===== config.mk =====
export PLATFORM = sky130hd
export DESIGN_NAME = seg_scan_ctrl
export DESIGN_NICKNAME = d
export VERILOG_FILES = /design/src/rtl/seg_pkg.sv /design/src/rtl/seg_hex_decode.sv /design/src/rtl/seg_scan_ctrl.sv
export SDC_FILE = /design/constraint.sdc
export NUM_CORES = 1
export LEC_CHECK = 0
export BUFFER_PORTS_ARGS = -buffer_cell sky130_fd_sc_hd__buf_4
export CORE_ASPECT_RATIO = 0.7
export CORE_UTILIZATION = 62
export CTS_BUF_LIST = sky130_fd_sc_hd__clkbuf_4
export CTS_CLUSTER_SIZE = 24
export DETAILED_ROUTE_END_ITERATION = 10
export GPL_TIMING_DRIVEN = 1
export PLACE_DENSITY = 0.77
export SETUP_SLACK_MARGIN = 0.15
export SYNTH_ARGS = -nofsm -noshare
export SYNTH_HDL_FRONTEND = slang
export SYNTH_SLANG_ARGS = --single-unit

===== constraint.sdc =====
create_clock -name clk -period 2.8 [get_ports clk]
set_input_delay 0.56 -clock clk [delete_from_list [all_inputs] [get_ports clk]]
set_output_delay 0.56 -clock clk [all_outputs]
set_load 0.05 [all_outputs]

===== src/rtl/seg_pkg.sv =====
// Shared constants for the segment scan controller: segment bit order,
// hex-to-segment table and counter width helper.
package seg_pkg;

    // Bit positions of the segments on the 8-bit bus {dp,g,f,e,d,c,b,a}.
    localparam int SEG_A  = 0;
    localparam int SEG_B  = 1;
    localparam int SEG_C  = 2;
    localparam int SEG_D  = 3;
    localparam int SEG_E  = 4;
    localparam int SEG_F  = 5;
    localparam int SEG_G  = 6;
    localparam int SEG_DP = 7;

    // Hex digit to {g,f,e,d,c,b,a}, active-high.
    localparam logic [6:0] HEX_SEG_TABLE [16] = '{
        7'h3F, 7'h06, 7'h5B, 7'h4F, 7'h66, 7'h6D, 7'h7D, 7'h07,
        7'h7F, 7'h6F, 7'h77, 7'h7C, 7'h39, 7'h5E, 7'h79, 7'h71
    };

    // Commit FSM states.
    typedef enum logic {
        ST_IDLE    = 1'b0,
        ST_PENDING = 1'b1
    } commit_state_t;

    // Bits needed to count 0..n-1, never less than one.
    function automatic int width_of(input int n);
        return (n <= 2) ? 1 : $clog2(n);
    endfunction

endpackage


===== src/rtl/seg_hex_decode.sv =====
// Combinational 4-bit hex to 7-segment decoder driven from the shared table.
module seg_hex_decode
    import seg_pkg::*;
(
    input  logic [3:0] i_val,
    output logic [6:0] o_seg
);

    assign o_seg = HEX_SEG_TABLE[i_val];

endmodule


===== src/rtl/seg_scan_ctrl.sv =====
// Multiplexed digit scan controller with per-dwell blanking and a
// shadow/active digit bank that is swapped only at the end of a frame.
module seg_scan_ctrl
    import seg_pkg::*;
#(
    parameter int NUM_DIG      = 6,
    parameter int SCAN_CYCLES  = 250,
    parameter int BLANK_CYCLES = 8
) (
    input  logic               clk,
    input  logic               rst,
    input  logic               wr_en,
    output logic               wr_ready,
    input  logic [2:0]         wr_addr,
    input  logic [3:0]         wr_data,
    input  logic               wr_dp,
    input  logic               wr_on,
    input  logic               commit,
    output logic               commit_done,
    output logic               frame_done,
    output logic [NUM_DIG-1:0] sel,
    output logic [7:0]         seg
);

    localparam int CNT_W = width_of(SCAN_CYCLES);
    localparam int IDX_W = width_of(NUM_DIG);

    logic [CNT_W-1:0]   r_cnt;
    logic [IDX_W-1:0]   r_idx;
    logic               w_cnt_last;
    logic               w_idx_last;
    logic               w_fe;

    commit_state_t      r_state;
    commit_state_t      w_state_next;
    logic               w_copy;
    logic               w_wr_acc;
    logic [NUM_DIG-1:0] w_wr_hit;

    logic [3:0]         r_shd_val [NUM_DIG];
    logic               r_shd_dp  [NUM_DIG];
    logic               r_shd_on  [NUM_DIG];
    logic [3:0]         r_act_val [NUM_DIG];
    logic               r_act_dp  [NUM_DIG];
    logic               r_act_on  [NUM_DIG];

    logic [3:0]         w_act_val;
    logic [6:0]         w_seg7;
    logic               w_dark;

    logic [NUM_DIG-1:0] r_sel;
    logic [7:0]         r_seg;
    logic               r_frame_done;
    logic               r_commit_done;

    assign w_cnt_last = (r_cnt == CNT_W'(SCAN_CYCLES - 1));
    assign w_idx_last = (r_idx == IDX_W'(NUM_DIG - 1));
    assign w_fe       = w_cnt_last && w_idx_last;

    // Dwell counter and digit index; index steps on the last dwell cycle.
    always_ff @(posedge clk) begin
        if (rst) begin
            r_cnt <= '0;
            r_idx <= '0;
        end else if (w_cnt_last) begin
            r_cnt <= '0;
            r_idx <= w_idx_last ? '0 : r_idx + 1'b1;
        end else begin
            r_cnt <= r_cnt + 1'b1;
        end
    end

    // Commit FSM state register.
    always_ff @(posedge clk) begin
        if (rst) begin
            r_state <= ST_IDLE;
        end else begin
            r_state <= w_state_next;
        end
    end

    // Commit FSM next state; a commit sampled on a frame end waits for the next one.
    always_comb begin
        w_state_next = r_state;
        case (r_state)
            ST_IDLE:    if (commit) w_state_next = ST_PENDING;
            ST_PENDING: if (w_fe)   w_state_next = ST_IDLE;
            default:    w_state_next = ST_IDLE;
        endcase
    end

    // Commit FSM outputs: write acceptance and the bank copy strobe.
    always_comb begin
        wr_ready = (r_state == ST_IDLE);
        w_copy   = (r_state == ST_PENDING) && w_fe;
    end

    assign w_wr_acc = wr_en && wr_ready && ({1'b0, wr_addr} < 4'(NUM_DIG));

    generate
        for (genvar gi = 0; gi < NUM_DIG; gi++) begin : g_hit
            assign w_wr_hit[gi] = w_wr_acc && (wr_addr == 3'(gi));
        end
    endgenerate

    // Shadow bank takes accepted writes; active bank loads from shadow at commit.
    always_ff @(posedge clk) begin
        if (rst) begin
            for (int i = 0; i < NUM_DIG; i++) begin
                r_shd_val[i] <= '0;
                r_shd_dp[i]  <= 1'b0;
                r_shd_on[i]  <= 1'b0;
                r_act_val[i] <= '0;
                r_act_dp[i]  <= 1'b0;
                r_act_on[i]  <= 1'b0;
            end
        end else begin
            for (int i = 0; i < NUM_DIG; i++) begin
                if (w_wr_hit[i]) begin
                    r_shd_val[i] <= wr_data;
                    r_shd_dp[i]  <= wr_dp;
                    r_shd_on[i]  <= wr_on;
                end
                if (w_copy) begin
                    r_act_val[i] <= r_shd_val[i];
                    r_act_dp[i]  <= r_shd_dp[i];
                    r_act_on[i]  <= r_shd_on[i];
                end
            end
        end
    end

    assign w_act_val = r_act_val[r_idx];
    assign w_dark    = (r_cnt < CNT_W'(BLANK_CYCLES)) || !r_act_on[r_idx];

    seg_hex_decode u_dec (
        .i_val (w_act_val),
        .o_seg (w_seg7)
    );

    // Output registers: display one cycle behind the scan position, plus pulses.
    always_ff @(posedge clk) begin
        if (rst) begin
            r_sel         <= '0;
            r_seg         <= '0;
            r_frame_done  <= 1'b0;
            r_commit_done <= 1'b0;
        end else begin
            if (w_dark) begin
                r_sel <= '0;
                r_seg <= '0;
            end else begin
                r_sel         <= NUM_DIG'(1) << r_idx;
                r_seg[SEG_DP] <= r_act_dp[r_idx];
                r_seg[SEG_G:SEG_A] <= w_seg7;
            end
            r_frame_done  <= w_fe;
            r_commit_done <= w_copy;
        end
    end

    assign sel         = r_sel;
    assign seg         = r_seg;
    assign frame_done  = r_frame_done;
    assign commit_done = r_commit_done;

endmodule


==> impl_results.md <==
* Result of the run: finished, final reports clean
* Setup ws final at 0.366 ns
* P_int at 2000 uW
* Met2 Use GR at 0.349
* CTS Buf Count at 9
* Sw Pwr at 538 uW
* Number of synthesis warnings at 0
* Reg clk slew, reported paths at 0.14 ns
* Yosys cell types at 42
* Area Growth Syn to Fin at 9.77%
* Routed len/inst at 15.9 um
* CP Capture Type: flip-flop
* Startpoint types: flip-flop
* Fillers at 503
* Vias in the first global route at 2424
* Fin Setup TNS at 0 ns
* Top Usage Layer GRT: met2
* Max Cap Violations at 0
* Antenna-violating nets left at 0
* Clock power frac at 0.289
* Slew @ Worst Pin at 0.734 ns
* Placeable core region at 6820 um2
* Root buffer cell: clkbuf_4
* CP top delay family: multiplexers
* Req. time, crit path at 3.16 ns
* Clock Skew at 0.0184 ns
* Top Ports at 30
* Nets@finish at 393
* Tmin final at 2.43 ns
* RD Place Congestion at 0.765
* Grt total ovfl at 0
* Syn Inst Count at 340
* Avg Synthesized Cell Area at 13.0 um2
* H-tree levels at 3
* Max Fanout on Critical Path at 4
* Die area at 7470 um2
* CTS Hold Bufs at 0
* Slew margin rel. at 0.510
* Gr usage total at 0.230
* Clock latency on the worst-skew pair at 0.44 ns
* Worst-path cell chain: mux2_2 -> mux4_2 -> ha_1 -> or4_1 -> o2111a_1 -> nor3_1
* Grt met1 use at 0.334
* Total Power at 2540 uW
* Final Instance Count excl. Fillers at 470
* Leak pwr at 0.00183 uW
* Gate power share at 0.046
* Sink Count at 103
* WL final at 7480 um
* # rows at 25
* RSZ-0062 raised after global routing: no
* WHS at 0.350 ns
* Final setup violation count at 0
* Top FF cell, synth: edfxtp_1
* Final Cycle Share at 0.869
* Path type of the worst min-delay path: in2reg
* Hold Vio Cnt, Final at 0
* Initial DRC count at 105
* Setup WS pre-CTS at 0.400 ns
* Clock buffer depth at 2
* Power per cell area at 524 nW/um2
* Cts repair resizes at 0
* Hpwl dp at 5300 um
* FFs w/ async S/R, synth at 0
* Multi-input logic area at 1530 um2
* Reg power frac at 0.665
* Post-Synthesis Cell Area at 4420 um2
* EDFF count, synth at 72
* CP max stage delay at 0.54 ns
* PortBufs at 29
* CP bufs+invs at 0
* ANT cells at 0
* Die H at 72.6 um
* Fmax at 411 MHz
* #FFs+latches synth at 103
* Register area share after synthesis at 0.630
* Layout cells sized above 1 at 0.181
* Pre-antenna DRT Iters at 4
* Postcts setup bufs at 0
* Via density at 5.43
* First-pass GRT wire length at 12300 um
* Register Area at 2780 um2
* CP arrival at 2.79 ns
* Switching Share at 0.212
* Largest net degree at the start of global routing at 38
* Initial Utilization at 0.648
* Syn Nets at 362
* Met3 usage at 0.0546
* TritonCTS clock tree: built
* Slowest cell on crit path: or4_1
* Max rail drop VDD at 356 uV
* Die X at 103 um
* Worst setup path category: reg2reg
* DRC Markers at 0
* Vias at 2552
* Placed cells at 454
* Initial antenna violation count at 0
* Final Max Tran Viols at 0
==> logic make-up (layout without fill, tap and decap cells) <==
family	Yosys count	in the layout	share of synthesized area
simple gates	151	151	0.191
xor+xnor	8	8	0.0159
compound gates	25	25	0.0419
buf+inv	22	58	0.0244
mux	22	22	0.0711
flops	103	103	0.630
fa+ha+maj	9	9	0.0255
==> power by group through the flow <==
stage | clock [uW] | sequential, uW | combinational, uW
final | 733 | 1690 | 117
after global routing | 799 | 1700 | 131
after CTS | 749 | 1690 | 118
after floorplan | 0 | 1720 | 76.7
after global placement | 0 | 1720 | 114
after detailed placement | 0 | 1730 | 118
==> through the flow <==
| stage | utilization | area (um2) |
|---|---|---|
| after detailed placement | 0.692 | 4720 |
| after floorplan | - | 4420 |
| final | 0.711 | 4850 |
| after global routing | 0.711 | 4850 |
| after CTS | 0.711 | 4850 |
| after global placement | 0.692 | 4720 |
==> final cells by class <==
type                       count  area share
tap                           94      0.0243
sequential                   103       0.574
clock inverter                 5      0.0103
timing repair buffer          35      0.0542
inverter                       7     0.00542
clock buffer                  11      0.0170
multi-input combinational    215       0.315
==> per-layer routing <==
metal,routed length [um],share of wire
met5,0,0
met4,98,0.013
met1,3530,0.47
met3,417,0.056
met2,3440,0.46
==> cell usage in the layout, fill, tap and decap left out, types with 2 or more instances in the layout <==
cell and instances:
nand4_1 2, dfxtp_1 31, a211oi_1 4, ha_1 9, mux2_4 2, clkbuf_4 11, o211ai_1 2, edfxtp_1 72
inv_1 7, buf_4 35, xnor2_1 5, mux2_1 2, nor2_1 29, nor3_1 11, nand2_1 12, mux4_2 6
nor3_2 2, nand3_1 3, nand3b_1 2, or2_2 2, nor3b_1 4, xor2_1 3, nand2b_1 3, and2_1 74
and3_1 2, mux2_2 5, o21bai_1 7, mux2i_1 7, a21oi_1 5
==> worst paths after layout <==
kind / startpoint / endpoint / slack [ns] / cells past startpoint
worst max register to register: flip-flop / seg[3]$_SDFF_PP0_ / 0.37 / 6
worst min register to register: r_cnt[0]$_SDFF_PP0_ / r_cnt[0]$_SDFF_PP0_ / 0.49 / 1
worst min-delay path: commit / r_state$_SDFF_PP0_ / 0.35 / 3
worst max-delay path: flip-flop / seg[3]$_SDFF_PP0_ / 0.37 / 6
==> synth_stat cells (4+ instances only) <==
cell type  number  area, um2
a21oi_1         5       25.0
inv_1           7       26.3
clkbuf_1       10       37.5
dfxtp_1        31        621
nor2_1         29        109
nand2_1        12       45.0
xnor2_1         5       43.8
mux4_2          6        135
nor3b_1         4       30.0
o21bai_1        7       52.6
a211oi_1        4       30.0
and2_1         74        463
nor3_1         11       55.1
mux2i_1         7       70.1
mux2_2          5       56.3
ha_1            9        113
edfxtp_1       72       2160
==> sequential cells by signal, indices dropped and copies added (netlist names), 3 cells and up, named ones only <==
signal / cells
r_act_dp: 6
r_act_on: 6
r_act_val: 24
r_cnt: 8
r_idx: 3
r_shd_dp: 6
r_shd_on: 6
r_shd_val: 24
seg: 8
sel: 6
==> tightest hold or removal path: stages <==
cell and delay, ns:
buf_4 0.07, o21ai_0 0.06, nor2_1 0.07
Note: power is estimated with default switching activity, not from simulation.
